### src/rtl/id_stage_pipe.sv
`default_nettype none
// ============================================================================
// Module   : id_stage_pipe
// Brief    : Decode stage with built-in ID/EXE pipeline register. Performs
//            register-file read with write-back bypass and condition gating.
//            Uses a valid/ready handshake towards IF and EXE, and supports
//            stall, flush and refresh of held operands.
// Options  : ID_PERF_CNT_EN adds the perf_stall / perf_flush counters.
// Revision : 1.0 - initial release
// ============================================================================
module id_stage_pipe #(
  parameter int DATA_W   = 32,
  parameter int NUM_REGS = 16,
  parameter int PC_W     = 32,
  localparam int REG_AW  = $clog2(NUM_REGS)
) (
  input  logic              clk,
  input  logic              rst,
  input  logic              in_valid,
  output logic              in_ready,
  input  logic [31:0]       instr,
  input  logic [PC_W-1:0]   pc_in,
  input  logic              hazard,
  input  logic              flush,
  input  logic [3:0]        sr,
  input  logic              wb_en,
  input  logic [REG_AW-1:0] wb_dest,
  input  logic [DATA_W-1:0] wb_data,
  output logic [REG_AW-1:0] src1,
  output logic [REG_AW-1:0] src2,
  output logic              two_src,
  output logic              out_valid,
  input  logic              out_ready,
  output logic              o_wb_en,
  output logic              o_mem_r,
  output logic              o_mem_w,
  output logic              o_s,
  output logic              o_b,
  output logic [3:0]        o_exe_cmd,
  output logic [DATA_W-1:0] o_val_rn,
  output logic [DATA_W-1:0] o_val_rm,
  output logic              o_imm,
  output logic [23:0]       o_imm24,
  output logic [11:0]       o_shift_op,
  output logic [REG_AW-1:0] o_dst,
  output logic [REG_AW-1:0] o_src1,
  output logic [REG_AW-1:0] o_src2,
  output logic              o_c,
`ifdef ID_PERF_CNT_EN
  output logic [31:0]       perf_stall,
  output logic [31:0]       perf_flush,
`endif
  output logic [PC_W-1:0]   o_pc
);

  // ALU command encodings
  localparam logic [3:0] c_CMD_MOV = 4'b0001;
  localparam logic [3:0] c_CMD_MVN = 4'b1001;
  localparam logic [3:0] c_CMD_ADD = 4'b0010;
  localparam logic [3:0] c_CMD_ADC = 4'b0011;
  localparam logic [3:0] c_CMD_SUB = 4'b0100;
  localparam logic [3:0] c_CMD_SBC = 4'b0101;
  localparam logic [3:0] c_CMD_AND = 4'b0110;
  localparam logic [3:0] c_CMD_ORR = 4'b0111;
  localparam logic [3:0] c_CMD_EOR = 4'b1000;

  // Instruction fields
  logic [3:0] w_cond;
  logic [1:0] w_mode;
  logic [3:0] w_opcode;
  logic       w_s_bit;
  logic       w_store;
  logic       w_load;

  assign w_cond   = instr[31:28];
  assign w_mode   = instr[27:26];
  assign w_opcode = instr[24:21];
  assign w_s_bit  = instr[20];
  assign w_store  = (w_mode == 2'b01) & ~w_s_bit;

  // Register sources: a store reads Rd as its second operand (the data to write)
  assign src1    = instr[16 +: REG_AW];
  assign src2    = w_store ? instr[12 +: REG_AW] : instr[0 +: REG_AW];
  assign two_src = w_store | ~instr[25];

  // Control unit decode
  logic [3:0] w_cmd;
  logic       w_wb, w_mr, w_mw, w_s, w_b;

  // Decode mode/opcode into ALU command and control flags
  always_comb begin
    w_cmd = 4'b0000;
    w_wb  = 1'b0;
    w_mr  = 1'b0;
    w_mw  = 1'b0;
    w_s   = 1'b0;
    w_b   = 1'b0;
    case (w_mode)
      2'b00: begin
        w_s = w_s_bit;
        case (w_opcode)
          4'b1101: begin w_cmd = c_CMD_MOV; w_wb = 1'b1; end
          4'b1111: begin w_cmd = c_CMD_MVN; w_wb = 1'b1; end
          4'b0100: begin w_cmd = c_CMD_ADD; w_wb = 1'b1; end
          4'b0101: begin w_cmd = c_CMD_ADC; w_wb = 1'b1; end
          4'b0010: begin w_cmd = c_CMD_SUB; w_wb = 1'b1; end
          4'b0110: begin w_cmd = c_CMD_SBC; w_wb = 1'b1; end
          4'b0000: begin w_cmd = c_CMD_AND; w_wb = 1'b1; end
          4'b1100: begin w_cmd = c_CMD_ORR; w_wb = 1'b1; end
          4'b0001: begin w_cmd = c_CMD_EOR; w_wb = 1'b1; end
          4'b1010: w_cmd = c_CMD_SUB;   // CMP: flags only
          4'b1000: w_cmd = c_CMD_AND;   // TST: flags only
          default: ;
        endcase
      end
      2'b01: begin
        if (w_opcode == 4'b0100) begin
          w_cmd = c_CMD_ADD;
          if (w_s_bit) begin
            w_mr = 1'b1;
            w_wb = 1'b1;
          end else begin
            w_mw = 1'b1;
          end
        end
      end
      2'b10:   w_b = 1'b1;
      default: ;
    endcase
  end

  // Condition check against {N,Z,C,V}
  logic w_n, w_z, w_c, w_v, w_cond_ok;
  assign {w_n, w_z, w_c, w_v} = sr;

  // Evaluate the condition field
  always_comb begin
    w_cond_ok = 1'b1;
    case (w_cond)
      4'b0000: w_cond_ok = w_z;
      4'b0001: w_cond_ok = ~w_z;
      4'b0010: w_cond_ok = w_c;
      4'b0011: w_cond_ok = ~w_c;
      4'b0100: w_cond_ok = w_n;
      4'b0101: w_cond_ok = ~w_n;
      4'b0110: w_cond_ok = w_v;
      4'b0111: w_cond_ok = ~w_v;
      4'b1000: w_cond_ok = w_c & ~w_z;
      4'b1001: w_cond_ok = ~w_c | w_z;
      4'b1010: w_cond_ok = (w_n == w_v);
      4'b1011: w_cond_ok = (w_n != w_v);
      4'b1100: w_cond_ok = ~w_z & (w_n == w_v);
      4'b1101: w_cond_ok = w_z | (w_n != w_v);
      default: w_cond_ok = 1'b1;
    endcase
  end

  // Register file with write-back bypass on read
  logic [DATA_W-1:0] r_regs [NUM_REGS];
  logic [DATA_W-1:0] w_rn_val, w_rm_val;

  assign w_rn_val = (wb_en && (wb_dest == src1)) ? wb_data : r_regs[src1];
  assign w_rm_val = (wb_en && (wb_dest == src2)) ? wb_data : r_regs[src2];

  // Register-file write port
  always_ff @(posedge clk or negedge rst) begin
    if (!rst) begin
      for (int i = 0; i < NUM_REGS; i++) r_regs[i] <= '0;
    end else if (wb_en) begin
      r_regs[wb_dest] <= wb_data;
    end
  end

  // Handshake
  assign in_ready = (~out_valid | out_ready) & ~hazard & ~flush;
  assign w_load   = in_valid & in_ready;

  // ID/EXE pipeline register: flush > load > drain bubble > hold (with operand refresh)
  always_ff @(posedge clk or negedge rst) begin
    if (!rst) begin
      out_valid  <= 1'b0;
      o_wb_en    <= 1'b0;
      o_mem_r    <= 1'b0;
      o_mem_w    <= 1'b0;
      o_s        <= 1'b0;
      o_b        <= 1'b0;
      o_exe_cmd  <= '0;
      o_val_rn   <= '0;
      o_val_rm   <= '0;
      o_imm      <= 1'b0;
      o_imm24    <= '0;
      o_shift_op <= '0;
      o_dst      <= '0;
      o_src1     <= '0;
      o_src2     <= '0;
      o_c        <= 1'b0;
      o_pc       <= '0;
    end else if (flush || (!w_load && out_valid && out_ready)) begin
      out_valid <= 1'b0;
      o_wb_en   <= 1'b0;
      o_mem_r   <= 1'b0;
      o_mem_w   <= 1'b0;
      o_s       <= 1'b0;
      o_b       <= 1'b0;
      o_exe_cmd <= '0;
    end else if (w_load) begin
      out_valid  <= 1'b1;
      o_wb_en    <= w_wb & w_cond_ok;
      o_mem_r    <= w_mr & w_cond_ok;
      o_mem_w    <= w_mw & w_cond_ok;
      o_s        <= w_s  & w_cond_ok;
      o_b        <= w_b  & w_cond_ok;
      o_exe_cmd  <= w_cmd;
      o_val_rn   <= w_rn_val;
      o_val_rm   <= w_rm_val;
      o_imm      <= instr[25];
      o_imm24    <= instr[23:0];
      o_shift_op <= instr[11:0];
      o_dst      <= instr[12 +: REG_AW];
      o_src1     <= src1;
      o_src2     <= src2;
      o_c        <= sr[1];
      o_pc       <= pc_in;
    end else if (out_valid && wb_en) begin
      // Held instruction: track write-backs so operands never go stale
      if (wb_dest == o_src1) o_val_rn <= wb_data;
      if (wb_dest == o_src2) o_val_rm <= wb_data;
    end
  end

`ifdef ID_PERF_CNT_EN
  // Saturating stall and flush cycle counters
  always_ff @(posedge clk or negedge rst) begin
    if (!rst) begin
      perf_stall <= '0;
      perf_flush <= '0;
    end else begin
      if (in_valid && !in_ready && (perf_stall != 32'hFFFF_FFFF))
        perf_stall <= perf_stall + 32'd1;
      if (flush && (perf_flush != 32'hFFFF_FFFF))
        perf_flush <= perf_flush + 32'd1;
    end
  end
`endif

endmodule
`default_nettype wire
### config.mk
export PLATFORM = sky130hd
export DESIGN_NAME = id_stage_pipe
export DESIGN_NICKNAME = d
export VERILOG_FILES = /design/src/rtl/id_stage_pipe.sv
export SDC_FILE = /design/constraint.sdc
export NUM_CORES = 1
export LEC_CHECK = 0
export ABC_AREA = 1
export ABC_CLOCK_PERIOD_IN_PS = 1700
export BUFFER_PORTS_ARGS = -buffer_cell sky130_fd_sc_hd__buf_2
export CAP_MARGIN = 15
export CORE_MARGIN = 5
export CORE_UTILIZATION = 30
export CTS_CLUSTER_DIAMETER = 50
export DETAILED_ROUTE_END_ITERATION = 12
export PLACE_DENSITY = 0.53
export SETUP_SLACK_MARGIN = 0.4
export SLEW_MARGIN = 10
export SYNTH_ARGS = -nofsm -noshare
export SYNTH_HDL_FRONTEND = slang
export SYNTH_SLANG_ARGS = --single-unit
### constraint.sdc
create_clock -name clk -period 1.7 [get_ports clk]
set_input_delay 0 -clock clk [delete_from_list [all_inputs] [get_ports clk]]
set_output_delay 0 -clock clk [all_outputs]
set_load 0.01 [all_outputs]
# --- After elaboration in Yosys (flattened, before gate mapping) ---
# Index checks and enable logic that the tools add are counted.
totals:
  wordCells: 163
  in_bits: 111
  out_inout_bits: 166
  reg_bits: 668
classes:
  reduce_logical: 21
  mux: 46
  bitwise_logic: 28
  eq_ne: 31
  magnitude_cmp: 4
ops:
  columns: ["cell", "n"]
  rows:
  - ["$bwmux 512", 1]
  - ["$mux 32", 13]
  - ["$bmux 32 s4", 2]
  - ["$demux 32 s4", 1]
  - ["$eq 4x4->1 const B", 11]
  - ["$pmux 4 s9", 1]
  - ["$eq 4x3->1 const B", 7]
  - ["$mux 1", 21]
  - ["$eq 4x4->1", 4]
  - ["$ge 5x5->1 const B", 3]
  - ["$not 4->5", 3]
  - ["$pmux 1 s14", 1]
  - ["$eq 4x2->1 const B", 3]
  - ["$mux 4", 3]
  - ["$and 1x1->1", 11]
  - ["$not 1->1", 10]
  - ["$reduce_or 9->1", 1]
  - ["$eq 4x1->1 const B", 2]
  - ["$logic_not 4->1", 2]
  - ["$pmux 4 s2", 1]
  - ["$reduce_bool 2->1", 4]
  - ["$logic_and 1x1->1", 6]
  - ["$reduce_and 3->1", 2]
  - ["$lt 5x1->1 const B", 1]
  - ["other kinds (12)", 16]

# --- Longest topological paths before layout ---
depth:
  depth_word: 11
  mapped_depth: 14
  mapped_depth_nobuf: 13

# --- Worst setup path after synthesis ---
# OpenSTA, ideal clock, no wires.
synth_path:
  path_type: "register to register"
  start: "register out_valid"
  end: "register o_val_rn[10]"
  t_required_ps: 1634
  path_buffers: 1
  path_stages_with_launch: 13
  setup_ps: 66
  path_slack_ps: -29
  period_less_slack_ps: 1729
  arrival_ps: 1663
  cell_sequence: "dfrtp_1 > inv_2 > nor2_1 > nor3_4 > nand2_4 > inv_2 > o21bai_2 > nor2_2 > nand2_1 > inv_2 > buf_2 > o211ai_1 > nand2_1"
synth_between:
  elab_chain_cells: 11
  elab_cells_between_ends: 15
  classes_between: "1 x mux; 6 x bitwise; 8 x reduce/logical"
synth_rtl:
  columns: ["item", "line", "text"]
  rows:
  - ["start, declared", "32", "output logic out_valid,"]
  - ["start signal, assigned", "181", "out_valid <= 1'b0;"]
  - ["start signal, assigned", "199", "out_valid <= 1'b0;"]
  - ["start signal, assigned", "207", "out_valid <= 1'b1;"]
  - ["$not 1->1 *", "175", "assign in_ready = (~out_valid | out_ready) & ~hazard & ~flush;"]
  - ["$or 1x1->1 *", "175", null]
  - ["$and 1x1->1 * (2 in a row)", "175", null]
  - ["named net in_ready", "20", "output logic in_ready,"]
  - ["$and 1x1->1 *", "176", "assign w_load = in_valid & in_ready;"]
  - ["$logic_not 1->1", "198", "end else if (flush || (!w_load && out_valid && out_ready)) begin"]
  - ["$logic_and 1x1->1 (2 in a row)", "198", null]
  - ["$logic_or 1x1->1", "198", null]
  - ["$not 1->1 (no line)", null, null]
  - ["$reduce_and 3->1 (no line)", null, null]
  - ["end signal, assigned", "214", "o_val_rn <= w_rn_val;"]
  - ["end signal, assigned", "226", "if (wb_dest == o_src1) o_val_rn <= wb_data;"]
  - ["end, declared", "40", "output logic [DATA_W-1:0] o_val_rn,"]
# Mark *: on every way through the listed nets, which the timed path passes. The rest lies on a longest branch.
# A chain may end at the register's enable or synchronous reset.

# --- Worst setup path in the final report ---
layout_path:
  start: "register out_valid"
  end: "register o_val_rn[21]"
layout_between:
  elab_chain_cells: 11
  elab_cells_between_ends: 15
  classes_between: "1 x mux; 6 x bitwise; 8 x reduce/logical"
layout_rtl:
  columns: ["item", "line"]
  rows:
  - ["$not 1->1", "175"]
  - ["$or 1x1->1", "175"]
  - ["$and 1x1->1 (2 in a row)", "175"]
  - ["$and 1x1->1", "176"]
  - ["$logic_not 1->1", "198"]
  - ["$logic_and 1x1->1 (2 in a row)", "198"]
  - ["$logic_or 1x1->1", "198"]
  - ["$not 1->1 (no line)", null]
  - ["$reduce_and 3->1 (no line)", null]
# Parallel ways exist; a longest one is shown, timed or not.

==> metrics.md <==
| Metric | Value |
|---|---|
| DR iter-0 viols | 3,572 |
| Worst skew pair latency | 680 ps |
| WL per Instance | 21.3 µm |
| Main synth FF type | dfrtp_1 |
| Delay of the slowest critical-path stage | 390 ps |
| Final Slew Violations | 0 |
| Number of global-route vias before repair | 33,700 |
| Initial antenna violation count | 7 |
| Most common cell after layout, fill and taps aside | nand2_1 |
| Final ANT Viol Nets | 0 |
| Slew @ Worst Pin | 605 ps |
| Post-synthesis sequential area ratio | 46.0% |
| Most frequent cells in the layout | nand2_1, o21ai_0, nand3_1 |
| DR vias | 35,400 |
| Largest net degree at the start of global routing | 74 |
| Post-synth EDFFs | 0 |
| Sink Count | 648 |
| Endpoint class of the critical path | flip-flop |
| Setup Crit Path Kind | flip-flop to flip-flop |
| RSZ-0062 raised after global routing | true |
| Fill cell count | 12,000 |
| Pwr/cell area | 1200 nW/µm² |
| TritonCTS buffer count | 97 |
| Die Footprint | 124,000 µm² |
| Worst path cell trace | inv_2 -> nor2_2 -> nor3_4 -> nand2_4 -> inv_6 -> o21ai_2 -> inv_2 -> buf_12 -> bufbuf_16 -> buf_4 -> o211ai_1 -> nand2_1 |
| Post-synth ARST share | 100% |
| Worst slew margin | 59.7% |
| Syn_area_per_cell | 7.15 µm² |
| Yosys cell types | 33 |
| Setup Skew | 30.9 ps |
| Yosys warning total | 0 |
| Storage element area | 16,200 µm² |
| CTS max path bufs | 3 |
| Total congestion overflow | 0 |
| Crit path launch type | flip-flop |
| P&R area growth vs syn | 29.6% |
| DR pass1 iterations | 6 |
| Starting Density | 30.3% |
| Status | complete, but fails checks |
| Clock transition at path regs | 60 ps |
| TritonCTS clock tree | done |
| Multi-input logic area | 15,500 µm² |
| Placed Instances | 6,542 |
| Hold_ws | -271 ps |
| Share of cells above drive strength 1 | 15.9% |
| Placer's final routability congestion estimate | 0.836 |
| # DRC | 0 |
| First-pass GRT wire length | 218,000 µm |
| Final setup violation count | 52 |
| Failing checks | hold timing, setup timing |
| P_leak | 22.1 nW |
| Critical Path AT | 2410 ps |
| CTS Hold Bufs | 103 |
| Max-Cap Viols | 0 |
| Setup ws final | -105 ps |
| Die H | 353 µm |
| CP Max Fanout | 9 |
| Slowest cell on the critical path | dfrtp_1 |
| Core area | 116,000 µm² |
| Post-layout net count | 5,374 |
| Root buffer cell | clkbuf_16 |
| Max VDD drop | 0.773 mV |
| DP HPWL | 89,700 µm |
| Post-synth top area share | 46.0% |
| Site Rows | 125 |
| Final clock period utilization by the worst path | 106% |
| DR vias/cell | 5.15 |
| I/O pins | 277 |
| Synthesized cell area | 35,200 µm² |
| CP dominant cell by count | inv_2 |
| Syn_nets | 5,036 |
| Fmax | 554 MHz |
| Htree depth | 3 |
| Cells after Synth | 4,925 |
| Port Buffers | 276 |
| Yosys reg bits | 648 |
| Die Wd | 353 µm |
| Fin cells | 6,869 |
| Yosys top cell by area | dfrtp_1 |
| Data required time of the critical path | 2310 ps |
| Final Hold Fails | 2 |
| GR Util All Layers | 22.5% |
| Largest cells by area after synthesis | dfrtp_1, nand2_1, o21ai_0, nand3_1, inv_1 |
| Final WL | 146,000 µm |
| Min-Delay Path Class | input port to flip-flop |
| Period minus WS final | 1810 ps |
==> where the power goes <==
part,total [W],switching (W),internal (W)
Clock,0.0208,0.00816,0.0126
Sequential,0.0215,0.00262,0.0189
Combinational,0.0126,0.00759,0.00501
==> cell usage after synthesis (3+ instances only) <==
cell type  number
nand2_2         3
xnor2_1        10
nor3_1          3
buf_1          23
nand3_1       736
inv_2           7
buf_4          46
clkbuf_1      220
buf_2         119
inv_1         553
nand4_1         3
o21ai_0       806
nand3b_1       13
a21oi_1       293
dfrtp_1       648
nand2_1      1367
nor2_1         20
o211ai_1       35
nor3_2          3
==> critical path: cells and delay by family, from the launching register on <==
family | cells | cell delay [ps]
compound gates | 2 | 130
buf+inv | 6 | 860
flops | 1 | 390
simple gates | 4 | 360
==> final cells by class <==
type | instances | share of cell area, %
diodes | 3 | 0.0164
clock buffers | 115 | 5.71
inverters | 561 | 4.70
multi-input cells | 3308 | 33.9
flip-flops and latches | 648 | 35.5
well taps | 1524 | 4.17
clock inverters | 63 | 1.59
repair buffers | 647 | 14.4
==> state kept, by name (all words and copies together), names as in the netlist, 4 cells and up <==
name       cells
r_regs       512
o_pc          32
o_val_rm      32
o_val_rn      32
o_imm24       24
o_exe_cmd      4
o_src2         4
==> final timing paths <==
check / start / cells past startpoint / slack (ps) / end
max: out_valid / 12 / -110 / o_val_rn[21]
min: hazard / 4 / -270 / out_valid
max reg2reg: out_valid / 12 / -110 / o_val_rn[21]
min reg2reg: o_pc[18] / 2 / 470 / o_pc[18]
max in group asynchronous: rst / 3 / 1100 / r_regs[455]
min in group asynchronous: rst / 3 / 180 / o_val_rm[29]
==> timing repair <==
item,CTS,global route
cloned,4,17
endpoints found under the setup margin,178,175
hold endpoints to repair,1247,2
pin swaps,6,7
buffers inserted,10,12
resized for setup,70,97
==> stage by stage <==
stage | worst slack (ps) | utilization (%) | TNS, ps | total power, W | cell area [µm²]
global placement | -105 | 34.4 | -4580 | 0.0334 | 40000
floorplan | -23.1 | - | -546 | 0.0282 | 35400
finish | -105 | 39.3 | -2930 | 0.0549 | 45700
CTS | -83.5 | 38.5 | -1950 | 0.0550 | 44900
detailed placement | -174 | 34.4 | -6170 | 0.0336 | 40000
global route | -201 | 39.3 | -8920 | 0.0580 | 45700
==> metal layers <==
layer	vias up	track usage, %	wire, µm
met1	17000	30.2	62800
met2	1413	36.7	67700
met4	6	7.47	4910
li1	16700	-	-
met5	-	0	38
met3	284	3.80	10700
==> kinds of logic after synthesis <==
logic type	share of synthesized area (%)
DFF	46.0
buffers and inverters	11.2
AOI/OAI and AO/OA	16.5
xor gates and xnor gates	0.273
and+or+nand+nor	25.9
Note: power is estimated with default switching activity, not from simulation.
